**src/rtl/ps2_pkg.sv**
```systemverilog
// Shared PS/2 definitions: transmitter state encoding, keyboard command bytes
// and default bus timing for a 50 MHz system clock.
package ps2_pkg;

  typedef enum logic [2:0] {
    IDLE,
    INHIBIT,
    REQ,
    SEND,
    ACK,
    WAIT_IDLE,
    DONE,
    ERROR
  } tx_state_t;

  localparam logic [7:0] CMD_SET_LEDS = 8'hED;
  localparam logic [7:0] CMD_ECHO     = 8'hEE;
  localparam logic [7:0] CMD_RESET    = 8'hFF;
  localparam logic [7:0] RESP_ACK     = 8'hFA;

  localparam int DEF_INHIBIT_CYCLES = 5000;    // 100 us
  localparam int DEF_TIMEOUT_CYCLES = 750000;  // 15 ms
  localparam int DEF_SYNC_STAGES    = 2;

  // PS/2 uses odd parity: the parity bit makes the total count of ones odd.
  function automatic logic odd_parity(input logic [7:0] data);
    return ~^data;
  endfunction

  // Bits shifted out after the start bit, LSB first: data, parity, stop.
  function automatic logic [9:0] build_frame(input logic [7:0] data);
    return {1'b1, odd_parity(data), data};
  endfunction

endpackage

```
**src/rtl/ps2_line_sync.sv**
```systemverilog
// Synchronizes the PS2_CLK/PS2_DATA pin readbacks into the CLK domain and
// flags device clock falling edges. Shared with the PS/2 keyboard receiver.
module ps2_line_sync #(
  parameter int SYNC_STAGES = 2
) (
  input  logic CLK,
  input  logic RESET,
  input  logic clk_in,
  input  logic data_in,
  output logic sync_clk,
  output logic sync_data,
  output logic clk_fall
);

  logic [SYNC_STAGES-1:0] clk_sync_q, clk_sync_d;
  logic [SYNC_STAGES-1:0] data_sync_q, data_sync_d;
  logic                   clk_prev_q, clk_prev_d;

  always_comb begin
    // Shift the new sample in at bit 0; the oldest sample falls off the top.
    clk_sync_d  = SYNC_STAGES'({clk_sync_q, clk_in});
    data_sync_d = SYNC_STAGES'({data_sync_q, data_in});
    clk_prev_d  = clk_sync_q[SYNC_STAGES-1];
  end

  // NOTE: state is updated only with non-blocking assignments in always_ff so
  // every flop samples the values from before the edge, whatever the order.
  always_ff @(posedge CLK) begin
    if (RESET) begin
      // An idle bus is pulled high, so resetting to 1 avoids a false fall.
      clk_sync_q  <= '1;
      data_sync_q <= '1;
      clk_prev_q  <= 1'b1;
    end else begin
      clk_sync_q  <= clk_sync_d;
      data_sync_q <= data_sync_d;
      clk_prev_q  <= clk_prev_d;
    end
  end

  assign sync_clk  = clk_sync_q[SYNC_STAGES-1];
  assign sync_data = data_sync_q[SYNC_STAGES-1];
  assign clk_fall  = clk_prev_q & ~sync_clk;

endmodule

```
**src/rtl/ps2_host_transmitter.sv**
```systemverilog
// Host-to-device PS/2 transmitter: request-to-send, shifts one command byte on
// device-generated clocks, checks the device ACK and reports done/error.
module ps2_host_transmitter
  import ps2_pkg::*;
#(
  parameter int INHIBIT_CYCLES = DEF_INHIBIT_CYCLES,
  parameter int TIMEOUT_CYCLES = DEF_TIMEOUT_CYCLES,
  parameter int SYNC_STAGES    = DEF_SYNC_STAGES
) (
  input  logic       CLK,
  input  logic       RESET,
  input  logic [7:0] tx_data,
  input  logic       tx_valid,
  output logic       tx_ready,
  output logic       tx_busy,
  output logic       tx_done,
  output logic       tx_error,
  input  logic       PS2_CLK,
  input  logic       PS2_DATA,
  output logic       ps2_clk_drive_low,
  output logic       ps2_data_drive_low
);

  localparam int TIMER_MAX = (INHIBIT_CYCLES > TIMEOUT_CYCLES) ? INHIBIT_CYCLES : TIMEOUT_CYCLES;
  localparam int TIMER_W   = (TIMER_MAX > 1) ? $clog2(TIMER_MAX) : 1;
  localparam logic [TIMER_W-1:0] INHIBIT_LAST = TIMER_W'(INHIBIT_CYCLES - 1);
  localparam logic [TIMER_W-1:0] TIMEOUT_LAST = TIMER_W'(TIMEOUT_CYCLES - 1);

  logic sync_clk, sync_data, clk_fall;

  ps2_line_sync #(
    .SYNC_STAGES(SYNC_STAGES)
  ) u_line_sync (
    .CLK      (CLK),
    .RESET    (RESET),
    .clk_in   (PS2_CLK),
    .data_in  (PS2_DATA),
    .sync_clk (sync_clk),
    .sync_data(sync_data),
    .clk_fall (clk_fall)
  );

  tx_state_t          state_q, state_d;
  logic [9:0]         shift_q, shift_d;
  logic [3:0]         bit_idx_q, bit_idx_d;
  logic [TIMER_W-1:0] timer_q, timer_d;
  logic               clk_low_q, clk_low_d;
  logic               data_low_q, data_low_d;
  logic               done_q, done_d;
  logic               error_q, error_d;
  logic               ready_q, ready_d;
  logic               busy_q, busy_d;

  logic timed_out;
  assign timed_out = (timer_q == TIMEOUT_LAST);

  // NOTE: every signal written here gets a default first; a path that skips
  // an assignment would otherwise infer a latch.
  always_comb begin
    state_d    = state_q;
    shift_d    = shift_q;
    bit_idx_d  = bit_idx_q;
    timer_d    = timer_q;
    data_low_d = data_low_q;

    unique case (state_q)
      IDLE: begin
        if (tx_valid) begin
          shift_d   = build_frame(tx_data);
          bit_idx_d = 4'd0;
          timer_d   = '0;
          state_d   = INHIBIT;
        end
      end

      // Device falls seen here or in REQ are contention; host inhibit wins.
      INHIBIT: begin
        if (timer_q == INHIBIT_LAST) begin
          timer_d    = '0;
          data_low_d = 1'b1;
          state_d    = REQ;
        end else begin
          timer_d = timer_q + 1'b1;
        end
      end

      REQ: begin
        timer_d = '0;
        state_d = SEND;
      end

      // The start bit stays on the bus until the device's first falling edge.
      SEND: begin
        if (clk_fall) begin
          data_low_d = ~shift_q[bit_idx_q];
          bit_idx_d  = bit_idx_q + 4'd1;
          timer_d    = '0;
          if (bit_idx_q == 4'd9) state_d = ACK;
        end else if (timed_out) begin
          state_d = ERROR;
        end else begin
          timer_d = timer_q + 1'b1;
        end
      end

      ACK: begin
        if (clk_fall) begin
          timer_d = '0;
          state_d = sync_data ? ERROR : WAIT_IDLE;
        end else if (timed_out) begin
          state_d = ERROR;
        end else begin
          timer_d = timer_q + 1'b1;
        end
      end

      WAIT_IDLE: begin
        if (sync_clk && sync_data) begin
          state_d = DONE;
        end else if (clk_fall) begin
          timer_d = '0;
        end else if (timed_out) begin
          state_d = ERROR;
        end else begin
          timer_d = timer_q + 1'b1;
        end
      end

      DONE:    state_d = IDLE;
      ERROR:   state_d = IDLE;
      default: state_d = IDLE;
    endcase

    // NOTE: outputs are decoded from the next state and registered, so each
    // one changes on the same edge as the state and no input reaches a pin
    // combinationally.
    if (state_d inside {IDLE, INHIBIT, DONE, ERROR}) data_low_d = 1'b0;
    clk_low_d = (state_d == INHIBIT) || (state_d == REQ);
    done_d    = (state_d == DONE);
    error_d   = (state_d == ERROR);
    ready_d   = (state_d == IDLE);
    busy_d    = (state_d != IDLE);
  end

  always_ff @(posedge CLK) begin
    if (RESET) begin
      state_q    <= IDLE;
      shift_q    <= '0;
      bit_idx_q  <= '0;
      timer_q    <= '0;
      clk_low_q  <= 1'b0;
      data_low_q <= 1'b0;
      done_q     <= 1'b0;
      error_q    <= 1'b0;
      ready_q    <= 1'b1;
      busy_q     <= 1'b0;
    end else begin
      state_q    <= state_d;
      shift_q    <= shift_d;
      bit_idx_q  <= bit_idx_d;
      timer_q    <= timer_d;
      clk_low_q  <= clk_low_d;
      data_low_q <= data_low_d;
      done_q     <= done_d;
      error_q    <= error_d;
      ready_q    <= ready_d;
      busy_q     <= busy_d;
    end
  end

  assign tx_ready           = ready_q;
  assign tx_busy            = busy_q;
  assign tx_done            = done_q;
  assign tx_error           = error_q;
  assign ps2_clk_drive_low  = clk_low_q;
  assign ps2_data_drive_low = data_low_q;

endmodule
```
**config.mk**
```make
export PLATFORM = sky130hd
export DESIGN_NAME = ps2_host_transmitter
export DESIGN_NICKNAME = d
export VERILOG_FILES = /design/src/rtl/ps2_pkg.sv /design/src/rtl/ps2_line_sync.sv /design/src/rtl/ps2_host_transmitter.sv
export SDC_FILE = /design/constraint.sdc
export NUM_CORES = 1
export LEC_CHECK = 0
export CELL_PAD_IN_SITES_DETAIL_PLACEMENT = 1
export CELL_PAD_IN_SITES_GLOBAL_PLACEMENT = 2
export CORE_ASPECT_RATIO = 0.8
export CORE_UTILIZATION = 38
export CTS_CLUSTER_DIAMETER = 200
export DETAILED_ROUTE_END_ITERATION = 16
export MAX_ROUTING_LAYER = met4
export PLACE_DENSITY = 0.84
export SLEW_MARGIN = 20
export SYNTH_ARGS = -nofsm -noshare
export SYNTH_HDL_FRONTEND = slang
export SYNTH_SLANG_ARGS = --single-unit
```
**constraint.sdc**
```tcl
create_clock -name CLK -period 6.23 [get_ports CLK]
set_input_delay 0.9345 -clock CLK [delete_from_list [all_inputs] [get_ports CLK]]
set_output_delay 0.9345 -clock CLK [all_outputs]
set_load 0.005 [all_outputs]
```
Word-level counts from Yosys, hierarchy flattened. Index checks and enable logic that the tools add are counted. W data, S select, Z words.

Flip-flop bits (word level): 48. Bits of input ports: 13. Output and inout bits: 6.

Add/subtract/negate cells: 2. Magnitude comparators: 1. Equality and inequality tests: 18. Mux-type cells: 24. Bitwise gates (word level): 3. Reductions and logical operators: 17.

Operators with widths (number): $mux W20 (5); $pmux W20 S5 (1); $mux W3 (8); $pmux W3 S7 (1); $add A20 B1 Y20 const B (1); $eq A20 B13 Y1 const B (1); $eq A20 B20 Y1 const B (1); $eq A3 B3 Y1 const B (6); $eq A3 B2 Y1 const B (3); $reduce_and A3 Y1 (3); $mux W4 (2); $ne A2 B2 Y1 const B (4); $pmux W4 S2 (1); $reduce_xnor A8 Y1 (1); $eq A3 B1 Y1 const B (2); $logic_not A3 Y1 (2); $reduce_or A2 Y1 (3); $lt A4 B5 Y1 const B (1); $reduce_bool A5 Y1 (1); $add A4 B1 Y4 const B (1); $bmux W1 S4 (1); $eq A4 B4 Y1 const B (1); $reduce_bool A2 Y1 (2); $reduce_bool A4 Y1 (1); other kinds (9) (12).

Logic depth before layout (Yosys ltp). Gate-level depths: netlist of the first run.

Depth in word-level cells: 8. Depth in mapped cells: 10.

Hierarchy. From an unflattened synthesis of the first run, not the netlist that was laid out.

Cell total of the unflattened synthesis: 271. Area, all modules: 2394.8 um^2.

By module, submodules not included: ps2_host_transmitter (times used 1, cells each 260, area an instance 2257.2 um^2, seq. area each 860.8 um^2); ps2_line_sync (times used 1, cells each 11, area an instance 137.6 um^2, seq. area each 100.1 um^2).

Worst setup path after synthesis of the first run. No wires, ideal clock.

Path kind: input port to flip-flop. Start point: input tx_valid. End point: register timer_q[11]. Setup time: 0.132 ns. Arrival time: 2.487 ns. Data required time: 6.098 ns. Slack: 3.611 ns. Cell stages on the path: 9. Path buffers: 2. Cell sequence: nor3_1 > a211o_1 > a41o_1 > a21oi_4 > o31ai_4 > buf_6 > buf_2 > o41ai_1 > a21oi_1.

Word-level cells in the longest chain between the ends: 2.

RTL lines: start: declaration (RTL line ps2_host_transmitter.sv:13) `input logic tx_valid,`; $ne A2 B2 Y1 (no line); $reduce_and A3 Y1 (no line); end signal: assignment (RTL line ps2_host_transmitter.sv:161) `timer_q <= timer_d;`; end: declaration (RTL line ps2_host_transmitter.sv:46) `logic [TIMER_W-1:0] timer_q, timer_d;`.

Every way passes these cells. A chain may end at the register's enable or synchronous reset.

Worst setup path in the final report of the first run.
Start point: input tx_valid. End point: register timer_q[4].

The elaborated chain is that of the path after synthesis.

==> results of run 1 <==
flip-flops by register name (all words and copies together) (netlist names):
name                     count
timer_q                     20
u_line_sync.clk_sync_q       2
u_line_sync.clk_prev_q       1
shift_q                     10
ps2_clk_drive_low            1
tx_ready                     1
tx_error                     1
state_q                      3
ps2_data_drive_low           1
u_line_sync.data_sync_q      2
tx_done                      1
tx_busy                      1
bit_idx_q                    4
where the power goes:
part | total [uW] | internal (uW) | leakage (uW) | switching (uW)
Sequential | 322 | 316 | 0.000391 | 6.03
Combinational | 72.3 | 31.9 | 0.000472 | 40.4
Clock | 241 | 131 | 0.0000614 | 109
Total | 635 | 479 | 0.000924 | 156
worst max path at each step:
stage,slack [ps],endpoint,cells past startpoint
4_1_cts,2880,timer_q[11],8
2_1_floorplan,3610,timer_q[11],9
3_5_place_dp,2640,timer_q[11],8
3_3_place_gp,2760,timer_q[1],8
5_1_grt,2940,timer_q[4],8
6_report,3080,timer_q[4],8
worst max-delay path, cell delays in order:
cell             delay, ps
clkdlybuf4s50_1        510
nor3_1                  80
a211o_1                250
a41o_1                 240
a21oi_4                240
nor3_1                 110
o21bai_2               730
o21ba_2                250
final cells by class:
type,count,area (um^2)
clock buffers,6,82.6
well taps,81,101
clock inverters,2,38.8
multi-input cells,209,1360
inverters,9,33.8
repair buffers,21,206
flip-flops and latches,48,961
fillers,728,3220
layer usage:
| metal | up-vias | wire length (um) | global-route usage, % |
|---|---|---|---|
| met4 | 0 | 39 | 4.23 |
| met1 | 999 | 3390 | 29.7 |
| met2 | 26 | 2440 | 27.0 |
| met3 | 6 | 196 | 4.06 |
| met5 | - | 0 | - |
| li1 | 1055 | - | - |
logic make-up after synthesis:
| kind of cell | Yosys count | share of synthesized area (%) |
|---|---|---|
| xor+xnor | 12 | 4.38 |
| compound gates | 67 | 19.2 |
| flops | 48 | 40.1 |
| simple gates | 122 | 28.0 |
| fa+ha+maj | 3 | 1.57 |
| mux | 5 | 3.13 |
| buf+inv | 21 | 3.70 |
layout by cell type, fill, tap and decap left out, types with 2 or more instances in the layout:
cell             synthesis  layout
nor3_1                  14      14
inv_1                    9       9
nand4b_1                 2       2
mux4_2                   2       2
clkdlybuf4s50_1          0      18
xor2_1                   4       4
or3_1                    9       9
xnor2_1                  8       8
o21ai_0                  8       8
or4_1                    7       7
nor2b_1                  4       4
buf_4                    0       2
nand2_1                 29      29
nor2_1                  20      20
clkbuf_8                 0       6
nand2b_1                 2       2
o31ai_1                  7       7
or4b_1                   2       2
nand3_1                  8       8
ha_1                     3       3
dfxtp_1                 48      48
o41ai_1                  2       2
nand4_1                  7       7
nand3b_1                 3       3
and3_1                   3       3
o211ai_1                 2       2
a21oi_1                 31      31
a31oi_1                  3       3
or2_2                    5       5
mux2i_1                  3       3
metrics by stage:
step | setup slack, ps | utilization [%] | instance area [um^2] | total power (uW) | std cells
finish | 3080 | 46.3 | 2780 | 635 | 376
global route | 2940 | 46.3 | 2780 | 664 | 376
CTS | 2880 | 46.1 | 2770 | 640 | 375
detailed placement | 2640 | 44.1 | 2650 | 400 | 367
global placement | 2760 | 44.1 | 2650 | 398 | 367
floorplan | 3610 | - | 2400 | 375 | 278
==> impl_metrics.py, run 1 <==
metrics = {
    "yosys": {
        "ys_types": 50,
        "ys_top_cells_by_count": "48 x dfxtp_1, 31 x a21oi_1, 29 x nand2_1",
        "synth_area_um2": 2400,
        "syn-num-nets": 294,
        "async_flop_share_pct": 0,
        "syn_inst": 278,
        "synth_top_area_share_pct": 40.1,
        "synth.area.top_cells": "dfxtp_1 40%, a21oi_1 6.5%, nand2_1 4.5%, nor2_1 3.1%, nor3_1 2.9%",
        "ys_warn_count": 0,
        "synth_top_cell_by_area": "dfxtp_1",
        "synthFlopType": "dfxtp_1",
        "synth_most_common_cell": "dfxtp_1",
        "ys_ff_latch": 48,
        "seq_area_frac_synth_pct": 40.1,
        "synth_edf_count": 0,
        "syn_avg_cell_area_um2": 8.63,
    },
    "place": {
        "gp_congestion": 0.802,
        "dp_hpwl_mm": 4.37,
        "io_buffers": 18,
    },
    "worst_setup_path": {
        "start_kind": "input pin",
        "crit_start": "tx_valid",
        "end_kind": "flip-flop",
        "ff2ff_path_depth": 7,
        "r2r_end": "timer_q[4]",
        "r2r-start": "timer_q[10]",
        "crit_fanout": 20,
        "r2r_slack_ps": 3270,
        "worstPathRequired_ps": 6440,
        "arrival_ps": 3360,
        "worstSetupPathType": "input pin to flip-flop",
    },
    "grt": {
        "gr-total-overflow": 0,
        "grt_pass1_vias": 1986,
        "grt_max_degree": 36,
        "grt_usage_pct": 19.9,
        "grt_first_pass_wirelength_mm": 10.0,
        "antenna_found_initial": 0,
    },
    "clock_tree": {
        "post_cts_resized": 0,
        "cts_max_level": 2,
        "clockBufferDepth": 2,
        "insertion_delay_ps": 300,
        "cts_setup_buffers": 0,
        "path_clk_slew_ps": 90,
        "cts_tree": "done",
        "cts_made_buffers": 5,
        "cts_num_sinks": 48,
        "cts_root_buffer": "clkbuf_8",
        "ctsHoldBuffers": 0,
    },
    "pwr": {
        "power_leakage_uw": 0.000924,
        "peakVddDrop_mv": 0.133,
        "cellPowerDensity_nw_per_um2": 228,
    },
    "hold_path": {
        "hold_start": "u_line_sync.data_sync_q[0]",
        "worstHoldPathType": "flip-flop to flip-flop",
        "min_to": "u_line_sync.data_sync_q[1]",
        "min_delay_path_depth": 1,
    },
    "floorplanning": {
        "initial_core_util_pct": 39.9,
        "dieHeight_um": 73.1,
        "core_um2": 6010,
        "fp.dieW_um": 90.8,
        "io_pins": 19,
        "rows": 25,
        "dieArea_um2": 6640,
    },
    "sta": {
        "fin_skew_ps": 4.94,
        "hold_viol_final": 0,
        "slew_headroom_pct": 41.6,
        "fin_crit_sh_pct": 50.6,
        "fmax_mhz": 317,
        "rsz0062_at_grt": "no",
        "tns_ps": 0,
        "setup_viol": 0,
        "finalMaxSlewViolations": 0,
        "period_minus_slack_ps": 3150,
        "worst_pin_slew_ps": 876,
        "hold_slack_ps": 422,
    },
    "layout": {
        "antenna_cells": 0,
        "drive_above_1_share_pct": 9.49,
        "area_growth_pct": 16.0,
        "layout.nets": 310,
    },
    "detailed_routing": {
        "routed_via_density": 5.55,
        "drt_wl_total_mm": 6.07,
        "remaining_drc_errors": 0,
        "drt_pass1_iterations": 4,
        "num_vias": 2086,
        "ant_nets": 0,
        "post_drt_wl_per_cell_um": 16.1,
        "drt-initial-drc-count": 127,
    },
    "flow_run": {
        "drv_cap": 0,
    },
    "status": {
        "outcome": "finished, final reports clean",
    },
}
Note: power is estimated with default switching activity, not from simulation.
==> inputs of run 2 (changes only) <==
--- a/config.mk
+++ b/config.mk
@@ -8,11 +8,11 @@
 export CELL_PAD_IN_SITES_DETAIL_PLACEMENT = 1
 export CELL_PAD_IN_SITES_GLOBAL_PLACEMENT = 2
 export CORE_ASPECT_RATIO = 0.8
-export CORE_UTILIZATION = 38
+export CORE_UTILIZATION = 32
 export CTS_CLUSTER_DIAMETER = 200
 export DETAILED_ROUTE_END_ITERATION = 16
 export MAX_ROUTING_LAYER = met4
-export PLACE_DENSITY = 0.84
+export PLACE_DENSITY = 0.75
 export SLEW_MARGIN = 20
 export SYNTH_ARGS = -nofsm -noshare
 export SYNTH_HDL_FRONTEND = slang
==> constraint.sdc (replaced) <==
create_clock -name CLK -period 2.6 [get_ports CLK]
set_input_delay 0.39 -clock CLK [delete_from_list [all_inputs] [get_ports CLK]]
set_output_delay 0.39 -clock CLK [all_outputs]
set_load 0.005 [all_outputs]
==> run 2 against run 1 <==
The flow now finishes with violations (setup timing). Design area increased by 20%. Clock skew increased by 6.6 ps. Sequential cell count unchanged. Sequential share of layout area decreased by 5.6 points. Largest power group unchanged. Highest routed layer unchanged.
==> impl_metrics.py, run 2 (synthesis results as in run 1) <==
metrics = {
    "worst_setup_path": {
        "worstPathRequired_ps": 2850,
        "worstSetupPathType": "flip-flop to flip-flop",
        "ff2ff_path_depth": 8,
        "slowest_delay_ps": 560,
        "slowest_stage": "or4b_4",
        "r2r_slack_ps": -190,
        "path_delay_family": "simple AND/OR/NAND/NOR gates",
        "critPathBufInv": 1,
        "cp_cell_sequence": "or4b_4 > nor4b_4 > a211oi_2 > o211ai_4 > o31ai_4 > clkbuf_16 > or4_4 > a21oi_1",
        "arrival_ps": 3030,
        "r2r_end": "timer_q[9]",
        "end_kind": "flip-flop",
        "crit_fanout": 6,
        "r2r-start": "timer_q[15]",
        "start_kind": "flip-flop",
    },
    "detailed_routing": {
        "drt-initial-drc-count": 79,
        "ant_nets": 0,
        "post_drt_wl_per_cell_um": 17.2,
        "drt_pass1_iterations": 4,
        "remaining_drc_errors": 0,
        "drt_wl_total_mm": 7.40,
        "num_vias": 2316,
        "routed_via_density": 5.40,
    },
    "grt": {
        "grt_usage_pct": 18.8,
        "grt_pass1_vias": 2168,
        "grt_max_degree": 27,
        "grt_first_pass_wirelength_mm": 11.3,
        "antenna_found_initial": 0,
        "gr-total-overflow": 0,
    },
    "layout": {
        "largest_reg_flops": 20,
        "final_common_cell": "dfxtp_1",
        "num-fill-cells": 828,
        "drive_above_1_share_pct": 29.5,
        "multi_input_area_um2": 1470,
        "layout_common_cells": "46 x dfxtp_1, 40 x buf_4, 29 x nand2_1, 22 x a21oi_1, 19 x nor2_1",
        "area_growth_pct": 38.8,
        "fin_cells": 429,
        "regArea_um2": 963,
        "layout.nets": 357,
        "antenna_cells": 0,
        "top_regs": "timer_q: 20 flops, shift_q: 10 flops, bit_idx_q: 4 flops",
        "regMostFlops": "timer_q",
    },
    "floorplanning": {
        "rows": 27,
        "io_pins": 19,
        "fp.dieW_um": 98.8,
        "core_um2": 7060,
        "initial_core_util_pct": 34.0,
        "dieHeight_um": 79.4,
        "dieArea_um2": 7850,
    },
    "status": {
        "outcome": "finished, violations left",
        "violations": "setup timing",
    },
    "sta": {
        "timing.final.ws_setup_ps": -187,
        "finalMaxSlewViolations": 0,
        "rsz0062_at_grt": "yes",
        "slew_headroom_pct": 66.2,
        "fmax_mhz": 359,
        "hold_slack_ps": 418,
        "setup_viol": 20,
        "worst_pin_slew_ps": 504,
        "fin_skew_ps": 11.5,
        "tns_ps": -2370,
        "period_minus_slack_ps": 2790,
        "hold_viol_final": 0,
        "fin_crit_sh_pct": 107,
    },
    "clock_tree": {
        "path_clk_slew_ps": 100,
        "cts_max_level": 2,
        "cts_tree": "done",
        "cts_num_sinks": 48,
        "cts_made_buffers": 5,
        "insertion_delay_ps": 310,
        "clockBufferDepth": 2,
        "cts_root_buffer": "clkbuf_8",
    },
    "pwr": {
        "peakVddDrop_mv": 0.275,
        "cellPowerDensity_nw_per_um2": 481,
        "fin_total_pwr_uw": 1600,
        "power_leakage_uw": 0.00122,
    },
    "hold_path": {
        "worstHoldPathType": "flip-flop to flip-flop",
        "min_delay_path_depth": 1,
        "hold_start": "u_line_sync.clk_sync_q[0]",
        "min_to": "u_line_sync.clk_sync_q[1]",
    },
    "place": {
        "dp_hpwl_mm": 4.92,
        "io_buffers": 18,
        "gp_congestion": 0.780,
        "dp.cells": 406,
    },
    "flow_run": {
        "drv_cap": 0,
    },
}
run 2: cell types whose count changed in the layout (fill, tap and decap cells not counted), sizes merged:
cell,previous run,this run
clkbuf,6,7
buf,3,48
clkinvlp,0,1
run 2: final cells by class:
class / count / area share [%]
multi-input cells: 209 / 44.0
inverters: 9 / 1.01
repair buffers: 68 / 19.4
flip-flops and latches: 48 / 28.9
clock inverters: 3 / 1.28
clock buffers: 5 / 2.07
well taps: 87 / 3.27
run 2: worst register-to-register path: cells and delay by family (launching register included):
| kind | cells | cell delay (ps) |
|---|---|---|
| buffers and inverters | 1 | 210 |
| DFF | 1 | 330 |
| AOI/OAI and AO/OA | 4 | 690 |
| and+or+nand+nor | 3 | 1490 |
run 2: timing repair:
item,4_1_cts,5_1_grt
pin swaps,1,28
setup endpoints to repair,13,20
cloned,0,4
hold buffers,0,0
gates resized for setup,1,37
setup buffers,2,9
run 2: worst max-delay path by stage:
stage,startpoint,to,slack [ps],cells after the start
after floorplan,timer_q[10],timer_q[11],20,9
after global placement,timer_q[10],timer_q[10],-100,8
after detailed placement,timer_q[10],timer_q[8],-130,8
after CTS,timer_q[10],timer_q[11],-130,8
after global routing,timer_q[15],timer_q[9],-260,8
final,timer_q[15],timer_q[9],-190,8
run 2: per-stage QoR:
| step | area, um^2 | utilization (%) | setup WS (ps) |
|---|---|---|---|
| after floorplan | 2400 | - | 24.6 |
| after global placement | 2910 | 41.3 | -101 |
| after detailed placement | 2910 | 41.3 | -125 |
| after CTS | 3040 | 43.1 | -126 |
| after global routing | 3330 | 47.2 | -259 |
| final | 3330 | 47.2 | -187 |
run 2: layer usage:
layer | global-route usage (%) | share of wire, % | vias to the layer above
li1 | - | - | 1141
met1 | 28.4 | 57 | 1138
met2 | 25.5 | 39 | 29
met3 | 3.15 | 2.3 | 8
met4 | 4.93 | 1.0 | 0
met5 | - | 0 | -
run 2: power breakdown:
group	switching (uW)	total, uW	internal [uW]
Clock	270	555	285
Combinational	131	275	144
Sequential	13.3	771	757
==> inputs of run 3 (changes only) <==
--- a/config.mk
+++ b/config.mk
@@ -8,11 +8,11 @@
 export CELL_PAD_IN_SITES_DETAIL_PLACEMENT = 1
 export CELL_PAD_IN_SITES_GLOBAL_PLACEMENT = 2
 export CORE_ASPECT_RATIO = 0.8
-export CORE_UTILIZATION = 32
+export CORE_UTILIZATION = 35
 export CTS_CLUSTER_DIAMETER = 200
 export DETAILED_ROUTE_END_ITERATION = 16
 export MAX_ROUTING_LAYER = met4
-export PLACE_DENSITY = 0.75
+export PLACE_DENSITY = 0.78
 export SLEW_MARGIN = 20
 export SYNTH_ARGS = -nofsm -noshare
 export SYNTH_HDL_FRONTEND = slang
==> constraint.sdc (replaced) <==
create_clock -name CLK -period 3.03 [get_ports CLK]
set_input_delay 0.4545 -clock CLK [delete_from_list [all_inputs] [get_ports CLK]]
set_output_delay 0.4545 -clock CLK [all_outputs]
set_load 0.005 [all_outputs]
==> run 3 against run 2 <==
The flow now finishes without violations. Largest power group unchanged. Wire length shrank 19%. Total power shrank 19%. Highest routed layer unchanged. Clock power down 14%. Combinational power fell by 44%. Register-to-register slack improved by 410 ps. Hold slack improved by 2.9 ps. Die area fell by 8.4%. Sequential share of layout area rose by 4.8 points. Via count decreased by 8.2%. Global-route usage fell by 0.27 points. Non-clock buffer count down 40.
==> impl_metrics.py, run 3 (synthesis results as in run 1) <==
metrics = {
    "worst_setup_path": {
        "end_kind": "flip-flop",
        "crit_fanout": 35,
        "start_kind": "flip-flop",
        "worstPathRequired_ps": 3270,
        "worstSetupPathType": "flip-flop to flip-flop",
        "arrival_ps": 3050,
    },
    "grt": {
        "grt_first_pass_wirelength_mm": 10.1,
        "antenna_found_initial": 0,
        "grt_pass1_vias": 1984,
        "gr-total-overflow": 0,
        "grt_usage_pct": 18.6,
        "grt_max_degree": 36,
    },
    "layout": {
        "final_common_cell": "dfxtp_1",
        "area_growth_pct": 18.7,
        "regMostFlops": "timer_q",
        "top_regs": "timer_q: 20 flops, shift_q: 10 flops, bit_idx_q: 4 flops",
        "layout.nets": 317,
        "drive_above_1_share_pct": 11.3,
        "layout_common_cells": "48 x dfxtp_1, 31 x a21oi_1, 29 x nand2_1, 20 x nor2_1, 18 x clkdlybuf4s50_1",
        "largest_reg_flops": 20,
        "antenna_cells": 0,
    },
    "detailed_routing": {
        "ant_nets": 0,
        "drt_wl_total_mm": 5.98,
        "num_vias": 2125,
        "remaining_drc_errors": 0,
        "drt-initial-drc-count": 63,
        "post_drt_wl_per_cell_um": 15.5,
        "drt_pass1_iterations": 4,
        "routed_via_density": 5.51,
    },
    "sta": {
        "finalMaxSlewViolations": 0,
        "fin_skew_ps": 4.55,
        "slew_headroom_pct": 63.9,
        "setup_viol": 0,
        "worst_pin_slew_ps": 539,
        "fin_crit_sh_pct": 92.7,
        "tns_ps": 0,
        "hold_viol_final": 0,
        "period_minus_slack_ps": 2810,
        "fmax_mhz": 356,
        "rsz0062_at_grt": "no",
    },
    "clock_tree": {
        "post_cts_resized": 0,
        "clockBufferDepth": 2,
        "cts_setup_buffers": 0,
        "cts_max_level": 2,
        "cts_num_sinks": 48,
        "cts_tree": "done",
        "cts_made_buffers": 5,
        "insertion_delay_ps": 300,
        "cts_root_buffer": "clkbuf_8",
        "path_clk_slew_ps": 100,
        "ctsHoldBuffers": 0,
    },
    "floorplanning": {
        "dieHeight_um": 76.0,
        "core_um2": 6510,
        "rows": 26,
        "io_pins": 19,
        "dieArea_um2": 7190,
        "initial_core_util_pct": 36.9,
        "fp.dieW_um": 94.6,
    },
    "flow_run": {
        "drv_cap": 0,
    },
    "pwr": {
        "p_clk_share_pct": 36.9,
        "power_leakage_uw": 0.000963,
        "switchingPower_uw": 326,
        "sw_frac_of_total_pct": 25.2,
        "p_int_uw": 968,
        "peakVddDrop_mv": 0.213,
        "cellPowerDensity_nw_per_um2": 454,
        "fin_total_pwr_uw": 1290,
        "power_frac_comb_pct": 11.9,
        "power_frac_seq_pct": 51.2,
    },
    "status": {
        "outcome": "finished, final reports clean",
    },
    "place": {
        "gp_congestion": 0.861,
        "dp_hpwl_mm": 4.39,
        "io_buffers": 18,
    },
    "hold_path": {
        "worstHoldPathType": "flip-flop to flip-flop",
    },
}
-- run 3: layer usage --
layer	GRT usage [%]	part of all wire (%)	vias to the layer above
li1	-	-	1059
met1	29.8	57	1030
met2	22.8	39	32
met3	3.59	3.0	4
met4	5.00	0.92	0
met5	-	0	-
-- run 3: per-stage QoR --
stage / util [%] / std cells / hold WS [ps] / instance area, um^2 / worst slack, ps
2_1_floorplan: - / 278 / 389 / 2400 / 455
3_3_place_gp: 42.0 / 378 / 393 / 2740 / 255
3_5_place_dp: 42.0 / 378 / 402 / 2740 / 219
4_1_cts: 43.8 / 386 / 425 / 2850 / 230
5_1_grt: 43.8 / 386 / 437 / 2850 / 106
6_report: 43.8 / 386 / 421 / 2850 / 221
-- run 3: area by class of cell --
type	count	area (um^2)
Multi-Input combinational cell	209	1360
Clock inverter	3	42.5
Timing Repair Buffer	28	280
Sequential cell	48	961
Inverter	9	33.8
Clock buffer	5	68.8
Fill cell	775	3660
Tap cell	84	105
-- run 3: power by group through the flow --
stage / combinational [uW] / clock, uW / sequential [uW]
global placement: 153 / 0 / 677
global route: 171 / 518 / 666
finish: 153 / 478 / 662
floorplan: 97.5 / 0 / 674
detailed placement: 154 / 0 / 677
CTS: 155 / 495 / 663
-- run 3: worst paths after layout --
| path | startpoint | end | slack (ps) | cells after the start |
|---|---|---|---|---|
| max | timer_q[10] | timer_q[11] | 220 | 8 |
| min | u_line_sync.clk_sync_q[0] | u_line_sync.clk_sync_q[1] | 420 | 1 |
| max reg2reg | timer_q[10] | timer_q[11] | 220 | 8 |
| min reg2reg | u_line_sync.clk_sync_q[0] | u_line_sync.clk_sync_q[1] | 420 | 1 |
-- run 3: critical path: stages (launching register included) --
cell and delay [ps]:
dfxtp_1 360, or4b_4 570, nor4b_4 400, a211oi_2 140
o211ai_4 280, o31ai_4 100, buf_12 200, or4_1 540
a21oi_1 140
